`config.mk`:
```
export PLATFORM = sky130hd
export DESIGN_NAME = fetch_queue
export DESIGN_NICKNAME = d
export VERILOG_FILES = /design/src/rtl/tinker_pkg.sv /design/src/rtl/fetch_fifo.sv /design/src/rtl/fetch_queue.sv
export SDC_FILE = /design/constraint.sdc
export NUM_CORES = 1
export LEC_CHECK = 0
export BUFFER_PORTS_ARGS = -buffer_cell sky130_fd_sc_hd__buf_2
export CORE_MARGIN = 4
export CORE_UTILIZATION = 25
export CTS_CLUSTER_DIAMETER = 200
export DETAILED_ROUTE_END_ITERATION = 8
export PLACE_DENSITY = 0.37
export REMOVE_ABC_BUFFERS = 1
export SYNTH_ARGS = -nofsm -noshare
export SYNTH_HDL_FRONTEND = slang
export SYNTH_SLANG_ARGS = --single-unit
```
`constraint.sdc`:
```
create_clock -name clk -period 11.7 [get_ports clk]
set_input_delay 0.585 -clock clk [delete_from_list [all_inputs] [get_ports clk]]
set_output_delay 0.585 -clock clk [all_outputs]
set_load 0.01 [all_outputs]
```
`src/rtl/tinker_pkg.sv`:
```
// Shared Tinker front-end types and constants: reset PC, fetch stride and the
// default {pc, instr} queue entry layout.
package tinker_pkg;

  localparam int          TINKER_ADDR_W      = 64;
  localparam int          TINKER_INSTR_W     = 32;
  localparam logic [63:0] TINKER_RESET_PC    = 64'h2000;
  localparam int          TINKER_INSTR_BYTES = 4;

  typedef struct packed {
    logic [TINKER_ADDR_W-1:0]  pc;
    logic [TINKER_INSTR_W-1:0] instr;
  } fetch_entry_t;

endpackage

```
`src/rtl/fetch_fifo.sv`:
```
// Synchronous DEPTH-entry FIFO of fetch entries with single-cycle flush.
// Flush and reset both empty the queue; flush wins over a same-cycle push/pop.
module fetch_fifo
  import tinker_pkg::*;
#(
  parameter int  DEPTH   = 4,
  parameter type entry_t = fetch_entry_t,
  localparam int PTR_W   = $clog2(DEPTH),
  localparam int CNT_W   = $clog2(DEPTH) + 1
) (
  input  logic             clk,
  input  logic             reset,
  input  logic             push,
  input  logic             pop,
  input  logic             flush,
  input  entry_t           wr_data,
  output entry_t           rd_data,
  output logic [CNT_W-1:0] count,
  output logic             full,
  output logic             empty
);

  entry_t           mem [DEPTH];
  logic [PTR_W-1:0] wr_ptr;
  logic [PTR_W-1:0] rd_ptr;
  logic             do_push;
  logic             do_pop;

  assign full    = (count == CNT_W'(DEPTH));
  assign empty   = (count == '0);
  assign do_push = push && !full;
  assign do_pop  = pop && !empty;
  assign rd_data = mem[rd_ptr];

  // DEPTH is a power of two, so pointers wrap naturally.
  always_ff @(posedge clk) begin
    if (reset || flush) begin
      wr_ptr <= '0;
      rd_ptr <= '0;
      count  <= '0;
    end else begin
      if (do_push) wr_ptr <= wr_ptr + PTR_W'(1);
      if (do_pop)  rd_ptr <= rd_ptr + PTR_W'(1);
      if (do_push && !do_pop)      count <= count + CNT_W'(1);
      else if (!do_push && do_pop) count <= count - CNT_W'(1);
    end
  end

  always_ff @(posedge clk) begin
    if (do_push) mem[wr_ptr] <= wr_data;
  end

endmodule

```
`src/rtl/fetch_queue.sv`:
```
// Decoupled instruction fetch: pipelined in-order reads, credit-limited issue,
// branch flush with in-flight drop. FETCH_QUEUE_PERF_EN adds perf counters.
module fetch_queue
  import tinker_pkg::*;
#(
  parameter int                ADDR_W          = TINKER_ADDR_W,
  parameter int                INSTR_W         = TINKER_INSTR_W,
  parameter int                INSTR_BYTES     = TINKER_INSTR_BYTES,
  parameter int                DEPTH           = 4,
  parameter int                MAX_OUTSTANDING = 2,
  parameter logic [ADDR_W-1:0] RESET_PC        = TINKER_RESET_PC
) (
  input  logic               clk,
  input  logic               reset,
  input  logic               hlt,
  input  logic               branch,
  input  logic [ADDR_W-1:0]  branch_pc,
  output logic               req_valid,
  input  logic               req_ready,
  output logic [ADDR_W-1:0]  req_addr,
  input  logic               resp_valid,
  input  logic [INSTR_W-1:0] resp_data,
  output logic               instr_valid,
  input  logic               instr_ready,
  output logic [INSTR_W-1:0] instr_out,
  output logic [ADDR_W-1:0]  instr_pc,
  output logic               busy
`ifdef FETCH_QUEUE_PERF_EN
  ,
  output logic [31:0]        perf_flushes,
  output logic [31:0]        perf_dropped,
  output logic [31:0]        perf_empty_cycles
`endif
);

  localparam int CNT_W = $clog2(DEPTH) + 1;
  localparam int OUT_W = $clog2(MAX_OUTSTANDING) + 1;

  typedef struct packed {
    logic [ADDR_W-1:0]  pc;
    logic [INSTR_W-1:0] instr;
  } entry_t;

  logic [ADDR_W-1:0] fetch_pc;
  logic [ADDR_W-1:0] resp_pc;
  logic [ADDR_W-1:0] branch_tgt;
  logic [OUT_W-1:0]  outstanding;
  logic [OUT_W-1:0]  drop_cnt;
  logic [CNT_W-1:0]  count;
  logic              full;
  logic              empty;
  logic              req_fire;
  logic              dropping;
  logic              push;
  logic              pop;
  entry_t            push_entry;
  entry_t            head;

  assign branch_tgt = {branch_pc[ADDR_W-1:2], 2'b00};

  // Credit rule: every response already in flight owns a queue slot.
  assign req_valid = !reset && !hlt && !branch
                   && (int'(outstanding) < MAX_OUTSTANDING)
                   && (int'(count) + int'(outstanding) < DEPTH);
  assign req_addr  = fetch_pc;
  assign req_fire  = req_valid && req_ready;

  // A response arriving in the flush cycle belongs to the old stream.
  assign dropping   = resp_valid && (branch || drop_cnt != '0);
  assign push       = resp_valid && !dropping;
  assign push_entry = '{pc: resp_pc, instr: resp_data};

  assign instr_valid = !reset && !empty;
  assign pop         = instr_valid && instr_ready;
  assign instr_out   = head.instr;
  assign instr_pc    = head.pc;
  assign busy        = (outstanding != '0) || (drop_cnt != '0);

  always_ff @(posedge clk) begin
    if (reset) begin
      fetch_pc    <= RESET_PC;
      resp_pc     <= RESET_PC;
      outstanding <= '0;
      drop_cnt    <= '0;
    end else begin
      if (branch)        fetch_pc <= branch_tgt;
      else if (req_fire) fetch_pc <= fetch_pc + ADDR_W'(INSTR_BYTES);

      outstanding <= outstanding + OUT_W'(req_fire) - OUT_W'(resp_valid);

      if (branch)        drop_cnt <= outstanding - OUT_W'(resp_valid);
      else if (dropping) drop_cnt <= drop_cnt - OUT_W'(1);

      if (branch)    resp_pc <= branch_tgt;
      else if (push) resp_pc <= resp_pc + ADDR_W'(INSTR_BYTES);
    end
  end

  fetch_fifo #(
    .DEPTH   (DEPTH),
    .entry_t (entry_t)
  ) u_fifo (
    .clk     (clk),
    .reset   (reset),
    .push    (push),
    .pop     (pop),
    .flush   (branch),
    .wr_data (push_entry),
    .rd_data (head),
    .count   (count),
    .full    (full),
    .empty   (empty)
  );

`ifdef FETCH_QUEUE_PERF_EN
  always_ff @(posedge clk) begin
    if (reset) begin
      perf_flushes      <= '0;
      perf_dropped      <= '0;
      perf_empty_cycles <= '0;
    end else begin
      if (branch && perf_flushes != '1)   perf_flushes <= perf_flushes + 32'd1;
      if (dropping && perf_dropped != '1) perf_dropped <= perf_dropped + 32'd1;
      if (!instr_valid && !hlt && perf_empty_cycles != '1)
        perf_empty_cycles <= perf_empty_cycles + 32'd1;
    end
  end
`endif

endmodule

```
==> results_dict.tcl, run 1 <==
set metrics [dict create \
    post-synth-top-area-fraction_pct 52.7 \
    portBuffers 259 \
    power_density_mw_per_mm2 166 \
    synthFlopType "edfxtp_1" \
    tightest_slew_ns 1.01 \
    num_vias 14200 \
    cp-start-kind "flip-flop" \
    synth_cell_types 61 \
    crit_family "simple AND/OR/NAND/NOR gates" \
    synth_common_cells "376 x edfxtp_1, 137 x dfxtp_1, 97 x nand2_1, 94 x mux4_2, 93 x nor2_1" \
    cts_tree "built" \
    fmax_ghz 0.247 \
    path_max_fanout 48 \
    hold_violations 0 \
    nFillCells 8671 \
    wire_per_inst_um 24.0 \
    fin_crit_ns 4.05 \
    slowest_delay_ns 0.93 \
    syn_area_per_cell_um2 14.1 \
    dr.pass1.iters 5 \
    post_cts_resized 0 \
    tns_ns 0 \
    grt.overflow.total 0 \
    critPathSlowestCell "and2_4" \
    initial_core_util_pct 25.2 \
    yosys_register_bits 513 \
    drv_slew 0 \
    cp_cell_sequence "inv_1, ha_1, nand3b_1, a21oi_1, and2_4, buf_4" \
    p_total_mw 4.33 \
    setup_violations 0 \
    end_kind "flip-flop" \
    cts_setup_buffers 0 \
    worstSetupPathType "flip-flop to flip-flop" \
    ctsLongestPathBuffers 3 \
    dp_slack_ns 7.12 \
    clock_latency_ns 0.63 \
    numCtsBuffers 59 \
    async_flop_share_pct 0 \
    ant_nets 0 \
    htree_levels 2 \
    r2r_setup_slack_ns 7.65 \
    dpl_cell_area_mm2 0.0240 \
    max_slew_margin_pct 31.8 \
    cts_hold_buffers 0 \
    track_usage_pct 15.4 \
    areaGrowthSynthToFinish_pct 21.9 \
    min_path_type "primary input to flip-flop" \
    fin_crit_sh_pct 34.6 \
    status "completed" \
    routabilityCongestion 0.791 \
    synth_top_area_cell "edfxtp_1" \
    die_w_um 301 \
    routed_wl_mm 71.4 \
    fin_area_mm2 0.0261 \
    rsz0062_at_grt "false" \
    cts_root_buffer "clkbuf_16" \
    dp_hpwl_mm 47.5 \
    io_pins 266 \
    arrival_ns 4.29 \
    power_leakage_nw 8.68 \
    path_clk_slew_ns 0.06 \
    critPathBufInv 2 \
    yosysWarnings 0 \
    nets 1891 \
    worst_slack_ns 7.65 \
    final_core_util_pct 30.7 \
    fin_skew_ns 0.0241 \
    initialDrtViolationCount 1004 \
    grt_pass1_wl_mm 102 \
    synth_seq_area_share_pct 65.5 \
    grt_pass1_vias 14200 \
    fp-row-count 107 \
    required_ns 11.94 \
    syn-instance-count 1517 \
    synth_edf_count 376 \
    maxCapViolations 0 \
    cts_sinks 513 \
    core-area_mm2 0.0851 \
    layout-drive-gt1-share_pct 27.5 \
    viasPerCell 4.77 \
    remaining_drc_errors 0 \
    grt_max_degree 68 \
    fp.dieH_um 301 \
    netlist_area_mm2 0.0214 \
    vdd_drop_max_v 0.000111 \
    dieArea_mm2 0.0905 \
    yosys-top-cells-area "edfxtp_1 53%, dfxtp_1 13%, mux4_2 9.9%" \
    post-synth-top-count-cell "edfxtp_1" \
    antenna_found_initial 7 \
]
## report_power, final
part / switching, mW / internal [mW]
Sequential: 0.0641 / 2.01
Combinational: 0.159 / 0.100
Clock: 0.780 / 1.22
## metal layers
metal  GRT usage, %  wire (µm)
met5              0         34
met4           2.87       1080
met3           3.71       4610
met2           24.8      33400
met1           21.4      32200
## registers in the layout, indices dropped and copies added, names as in the netlist, named ones only
register,count
resp_pc,62
req_addr,62
u_fifo.count,3
outstanding,2
u_fifo.mem,376
u_fifo.wr_ptr,2
u_fifo.rd_ptr,2
drop_cnt,2
## placed cells by master, fill, tap and decap left out, types with 11 or more instances in the layout
master | netlist | final
nor3_1 | 34 | 34
nand2_1 | 97 | 97
buf_2 | 1 | 257
clkbuf_16 | 0 | 59
mux4_2 | 94 | 94
xor2_1 | 44 | 44
and3_1 | 31 | 31
buf_4 | 4 | 19
a211oi_1 | 34 | 34
a21oi_1 | 63 | 63
xnor2_1 | 42 | 42
clkinv_2 | 0 | 14
o21ai_0 | 37 | 37
nand4_1 | 37 | 37
edfxtp_1 | 376 | 376
inv_1 | 25 | 23
ha_1 | 12 | 12
nor2_1 | 93 | 92
nor4_1 | 33 | 31
and4_1 | 14 | 14
a31oi_1 | 21 | 21
nand3_1 | 73 | 73
bufinv_16 | 0 | 11
dfxtp_1 | 137 | 135
## per-stage QoR
stage / std cells / hold WS, ns
after CTS: 2970 / 0.133
final: 2971 / 0.179
after global placement: 2858 / 0.499
after detailed placement: 2858 / 0.496
after floorplan: 1438 / 0.460
after global routing: 2970 / 0.142
## cells by family after synthesis
kind of cell,after synthesis,share of synthesized area [%]
compound gates,221,6.50
xor+xnor,86,3.51
fa+ha+maj,13,0.794
buf+inv,107,1.98
flops,513,65.5
mux,103,10.3
other cells,1,0.0175
simple gates,473,11.4
## path summary, 6_finish.rpt
kind                       endpoint     startpoint  depth (start not counted)
setup / recovery  u_fifo.mem[1][62]    drop_cnt[0]                          6
hold / removal    u_fifo.mem[0][18]  resp_data[18]                          1
setup reg to reg  u_fifo.mem[1][62]    drop_cnt[0]                          6
hold reg to reg        req_addr[17]   req_addr[17]                          2
## area by class of cell
| class | count | area [µm²] | area share, % |
|---|---|---|---|
| tap | 1144 | 1430 | 5.48 |
| antenna | 1 | 2.50 | 0.00958 |
| sequential | 513 | 14000 | 53.7 |
| timing repair buffer | 276 | 1430 | 5.47 |
| clock inverter | 41 | 508 | 1.94 |
| multi-input combinational | 900 | 7010 | 26.8 |
| inverter | 25 | 96.3 | 0.369 |
| clock buffer | 71 | 1610 | 6.17 |
Power figures use the tool's default switching activity.
==> inputs of run 2 (changes only) <==
clock period = 4.13 ns   (was 11.7 ns; I/O delays follow)
==> results_dict.tcl, run 2 (synthesized netlist as in run 1, its figures left out) <==
set metrics [dict create \
    tightest_slew_ns 0.965 \
    track_usage_pct 15.5 \
    fp-row-count 107 \
    crit_family "simple AND/OR/NAND/NOR gates" \
    htree_levels 2 \
    wire_per_inst_um 23.3 \
    fin_crit_sh_pct 78.4 \
    r2r-start "resp_pc[17]" \
    min_path_type "primary input to flip-flop" \
    dp_slack_ns 0.864 \
    ctsLongestPathBuffers 3 \
    regMostFlops "u_fifo.mem" \
    initial_core_util_pct 25.2 \
    critPathBufInv 0 \
    p_total_mw 12.4 \
    status "completed" \
    dp.cells 2876 \
    grt_max_degree 62 \
    layout-drive-gt1-share_pct 26.5 \
    final_common_cell "edfxtp_1" \
    cp-start-kind "flip-flop" \
    startpoint "resp_pc[17]" \
    fin_skew_ns 0.0241 \
    remaining_drc_errors 0 \
    rsz0062_at_grt "false" \
    fp.dieH_um 301 \
    ant_nets 0 \
    vdd_drop_max_v 0.000319 \
    power_leakage_nw 9.20 \
    initialDrtViolationCount 966 \
    viasPerCell 4.72 \
    areaGrowthSynthToFinish_pct 27.4 \
    end_kind "flip-flop" \
    dp_hpwl_mm 47.8 \
    dr.pass1.iters 4 \
    worst_slack_ns 0.892 \
    io_pins 266 \
    fmax_ghz 0.309 \
    numCtsBuffers 58 \
    cts_root_buffer "clkbuf_16" \
    arrival_ns 3.76 \
    die_w_um 301 \
    power_density_mw_per_mm2 454 \
    fin_crit_ns 3.24 \
    cts_tree "built" \
    portBuffers 259 \
    final_core_util_pct 32.1 \
    path_clk_slew_ns 0.06 \
    largest_register_ffs 376 \
    crit_top_cell "nor4_1" \
    setup_violations 0 \
    nets 2000 \
    path_max_fanout 10 \
    clock_latency_ns 0.62 \
    final_cells 3078 \
    critPathSlowestCell "nor4_1" \
    antenna_cells 0 \
    worstSetupPathType "flip-flop to flip-flop" \
    whs_ns 0.0495 \
    required_ns 4.65 \
    antenna_found_initial 0 \
    cp_cell_sequence "nand4_1, nor4_1, nand2_1, nor4_1, xnor2_1, a211oi_1" \
    grt.overflow.total 0 \
    post_cts_resized 0 \
    drv_slew 0 \
    core-area_mm2 0.0851 \
    routed_wl_mm 71.6 \
    hold_violations 0 \
    dieArea_mm2 0.0905 \
    r2r_setup_slack_ns 0.89 \
    routabilityCongestion 0.813 \
    max_slew_margin_pct 35.1 \
    grt_pass1_vias 14500 \
    num_vias 14500 \
    cts_sinks 513 \
    min_from "branch_pc[13]" \
    slowest_delay_ns 0.86 \
    grt_pass1_wl_mm 103 \
    maxCapViolations 0 \
    layout_common_cells "376 x edfxtp_1, 257 x buf_2, 135 x dfxtp_1" \
]
run 2: changes by cell type in the layout (fill, tap and decap cells not counted), sizes merged:
cell         delta
buf            +18
bufinv          +1
clkbuf          +5
clkinvlp        -4
diode           -1
dlygate4sd3    +92
inv             -4
run 2: cell type report:
class,instances,area [µm²]
well taps,1144,1430
clock inverters,34,499
clock buffers,76,1630
repair buffers,386,2610
fillers,8608,57800
inverters,25,96.3
flip-flops and latches,513,14000
multi-input cells,900,7010
run 2: metal layers:
metal  up-vias  GRT usage [%]  wire (µm)
li1       6675              -          -
met1      7357           21.8      33300
met2       392           24.2      32400
met3        94           3.48       4280
met4         0           3.91       1640
met5         -              0          0
run 2: metrics by stage:
step                cell area [µm²]  setup TNS, ns
finish                        27300              0
global route                  27300              0
CTS                           27300              0
detailed placement            24300              0
global placement              24300              0
floorplan                     21100         -65.00
run 2: report_power, final:
part	switching [mW]	internal (mW)	total (mW)	leakage, nW
Combinational	0.473	0.353	0.827	3.57
Clock	2.17	3.53	5.70	1.05
Sequential	0.174	5.69	5.86	4.57
run 2: timing repair:
action | in CTS | in global routing
buffers inserted | 0 | 0
endpoints found under the hold margin | 242 | 0
setup endpoints to repair | 0 | 0
hold buffers | 92 | 0
run 2: final timing paths:
check / to / depth (start not counted)
setup / recovery: resp_pc[63] / 6
hold / removal: req_addr[13] / 4
setup reg to reg: resp_pc[63] / 6
hold reg to reg: req_addr[17] / 2
run 2: worst reg2reg max path, cell delays in order, from the launching register on:
cell	delay (ns)
dfxtp_1	0.52
nand4_1	0.31
nor4_1	0.86
nand2_1	0.53
nor4_1	0.57
xnor2_1	0.13
a211oi_1	0.22
==> inputs of run 3 (changes only) <==
clock period = 3.1 ns   (was 4.13 ns; I/O delays follow)
==> results_dict.tcl, run 3 (synthesized netlist as in run 1, its figures left out) <==
set metrics [dict create \
    status "completed" \
    core-area_mm2 0.0851 \
    layout-drive-gt1-share_pct 26.9 \
    fp-row-count 107 \
    setup_violations 0 \
    cts_sinks 513 \
    num_vias 14700 \
    final_common_cell "edfxtp_1" \
    cp-start-kind "flip-flop" \
    drv_slew 0 \
    fin_crit_ns 2.70 \
    power_leakage_nw 9.34 \
    arrival_ns 3.21 \
    path_max_fanout 8 \
    grt_pass1_vias 14800 \
    ctsLongestPathBuffers 3 \
    path_clk_slew_ns 0.06 \
    dp_hpwl_mm 50.5 \
    wire_per_inst_um 23.4 \
    grt_pass1_wl_mm 105 \
    routabilityCongestion 0.818 \
    cts_tree "built" \
    remaining_drc_errors 0 \
    power_density_mw_per_mm2 583 \
    dp.cells 2914 \
    whs_ns 0.205 \
    post_cts_resized 0 \
    fin_crit_sh_pct 87.2 \
    initial_core_util_pct 25.2 \
    track_usage_pct 15.8 \
    antenna_found_initial 0 \
    htree_levels 2 \
    initialDrtViolationCount 859 \
    worst_slack_ns 0.398 \
    layout_common_cells "376 x edfxtp_1, 257 x buf_2, 135 x dfxtp_1" \
    antenna_cells 0 \
    fin_skew_ns 0.0230 \
    max_slew_margin_pct 33.2 \
    areaGrowthSynthToFinish_pct 28.5 \
    required_ns 3.61 \
    dr.pass1.iters 5 \
    portBuffers 259 \
    grt.overflow.total 0 \
    hold_violations 0 \
    dieArea_mm2 0.0905 \
    fp.dieH_um 301 \
    nets 2046 \
    largest_register_ffs 376 \
    viasPerCell 4.69 \
    worstSetupPathType "flip-flop to flip-flop" \
    cts_root_buffer "clkbuf_16" \
    grt_max_degree 79 \
    numCtsBuffers 60 \
    ant_nets 0 \
    fmax_ghz 0.370 \
    vdd_drop_max_v 0.000379 \
    final_core_util_pct 32.4 \
    clock_latency_ns 0.62 \
    routed_wl_mm 73.3 \
    tns_ns 0 \
    die_w_um 301 \
    tightest_slew_ns 1.00 \
    io_pins 266 \
    regMostFlops "u_fifo.mem" \
    rsz0062_at_grt "false" \
    min_path_type "primary input to flip-flop" \
    dp_slack_ns 0.421 \
    end_kind "flip-flop" \
    maxCapViolations 0 \
    final_cells 3126 \
]
run 3: cell types whose count changed in the layout (fill, tap and decap cells not counted), sizes merged:
cell / delta
buf: +38
clkbuf: +7
dlygate4sd3: +6
bufinv: -5
inv: +2
run 3: critical path, stage by stage (launching register included):
cell	delay, ns
dfxtp_1	0.49
ha_1	0.23
buf_4	0.14
nand4_1	0.09
or4_1	0.64
buf_4	0.24
nor3_1	0.41
xnor2_1	0.13
a211oi_1	0.23
run 3: metal layers:
metal	global-route usage, %	wire length (µm)
met2	24.8	33300
met1	22.2	33800
met3	3.64	4720
met5	0	0
met4	3.62	1460
run 3: final cells by class:
type | instances | area (µm²)
Fill cell | 8598 | 57600
Timing Repair Buffer | 430 | 3020
Multi-Input combinational cell | 900 | 7010
Clock buffer | 83 | 1640
Clock inverter | 31 | 325
Tap cell | 1144 | 1430
Inverter | 25 | 96.3
Sequential cell | 513 | 14000
run 3: path summary, 6_finish.rpt:
check	to	start	depth (start not counted)	slack, ns
min	req_addr[53]	branch	4	0.21
min reg2reg	req_addr[17]	req_addr[17]	2	0.50
max reg2reg	resp_pc[20]	resp_pc[2]	8	0.40
max	resp_pc[20]	resp_pc[2]	8	0.40
run 3: what timing repair did:
action | CTS | global route
hold buffers | 98 | 0
endpoints found under the hold margin | 255 | 0
setup buffers | 0 | 0
run 3: power breakdown:
group          switching (mW)  total [mW]  internal, mW  leakage, nW
sequential              0.216        7.79          7.58         4.57
combinational           0.665        1.16         0.499         3.81
clock                    2.84        7.09          4.25        0.949
total                    3.72        16.1          12.3         9.34
run 3: stage by stage:
| stage | cell area [µm²] | total power, mW |
|---|---|---|
| 6_report | 27600 | 16.1 |
| 3_3_place_gp | 24600 | 9.01 |
| 3_5_place_dp | 24600 | 9.03 |
| 4_1_cts | 27600 | 16.3 |
| 2_1_floorplan | 21100 | 8.38 |
| 5_1_grt | 27600 | 16.7 |
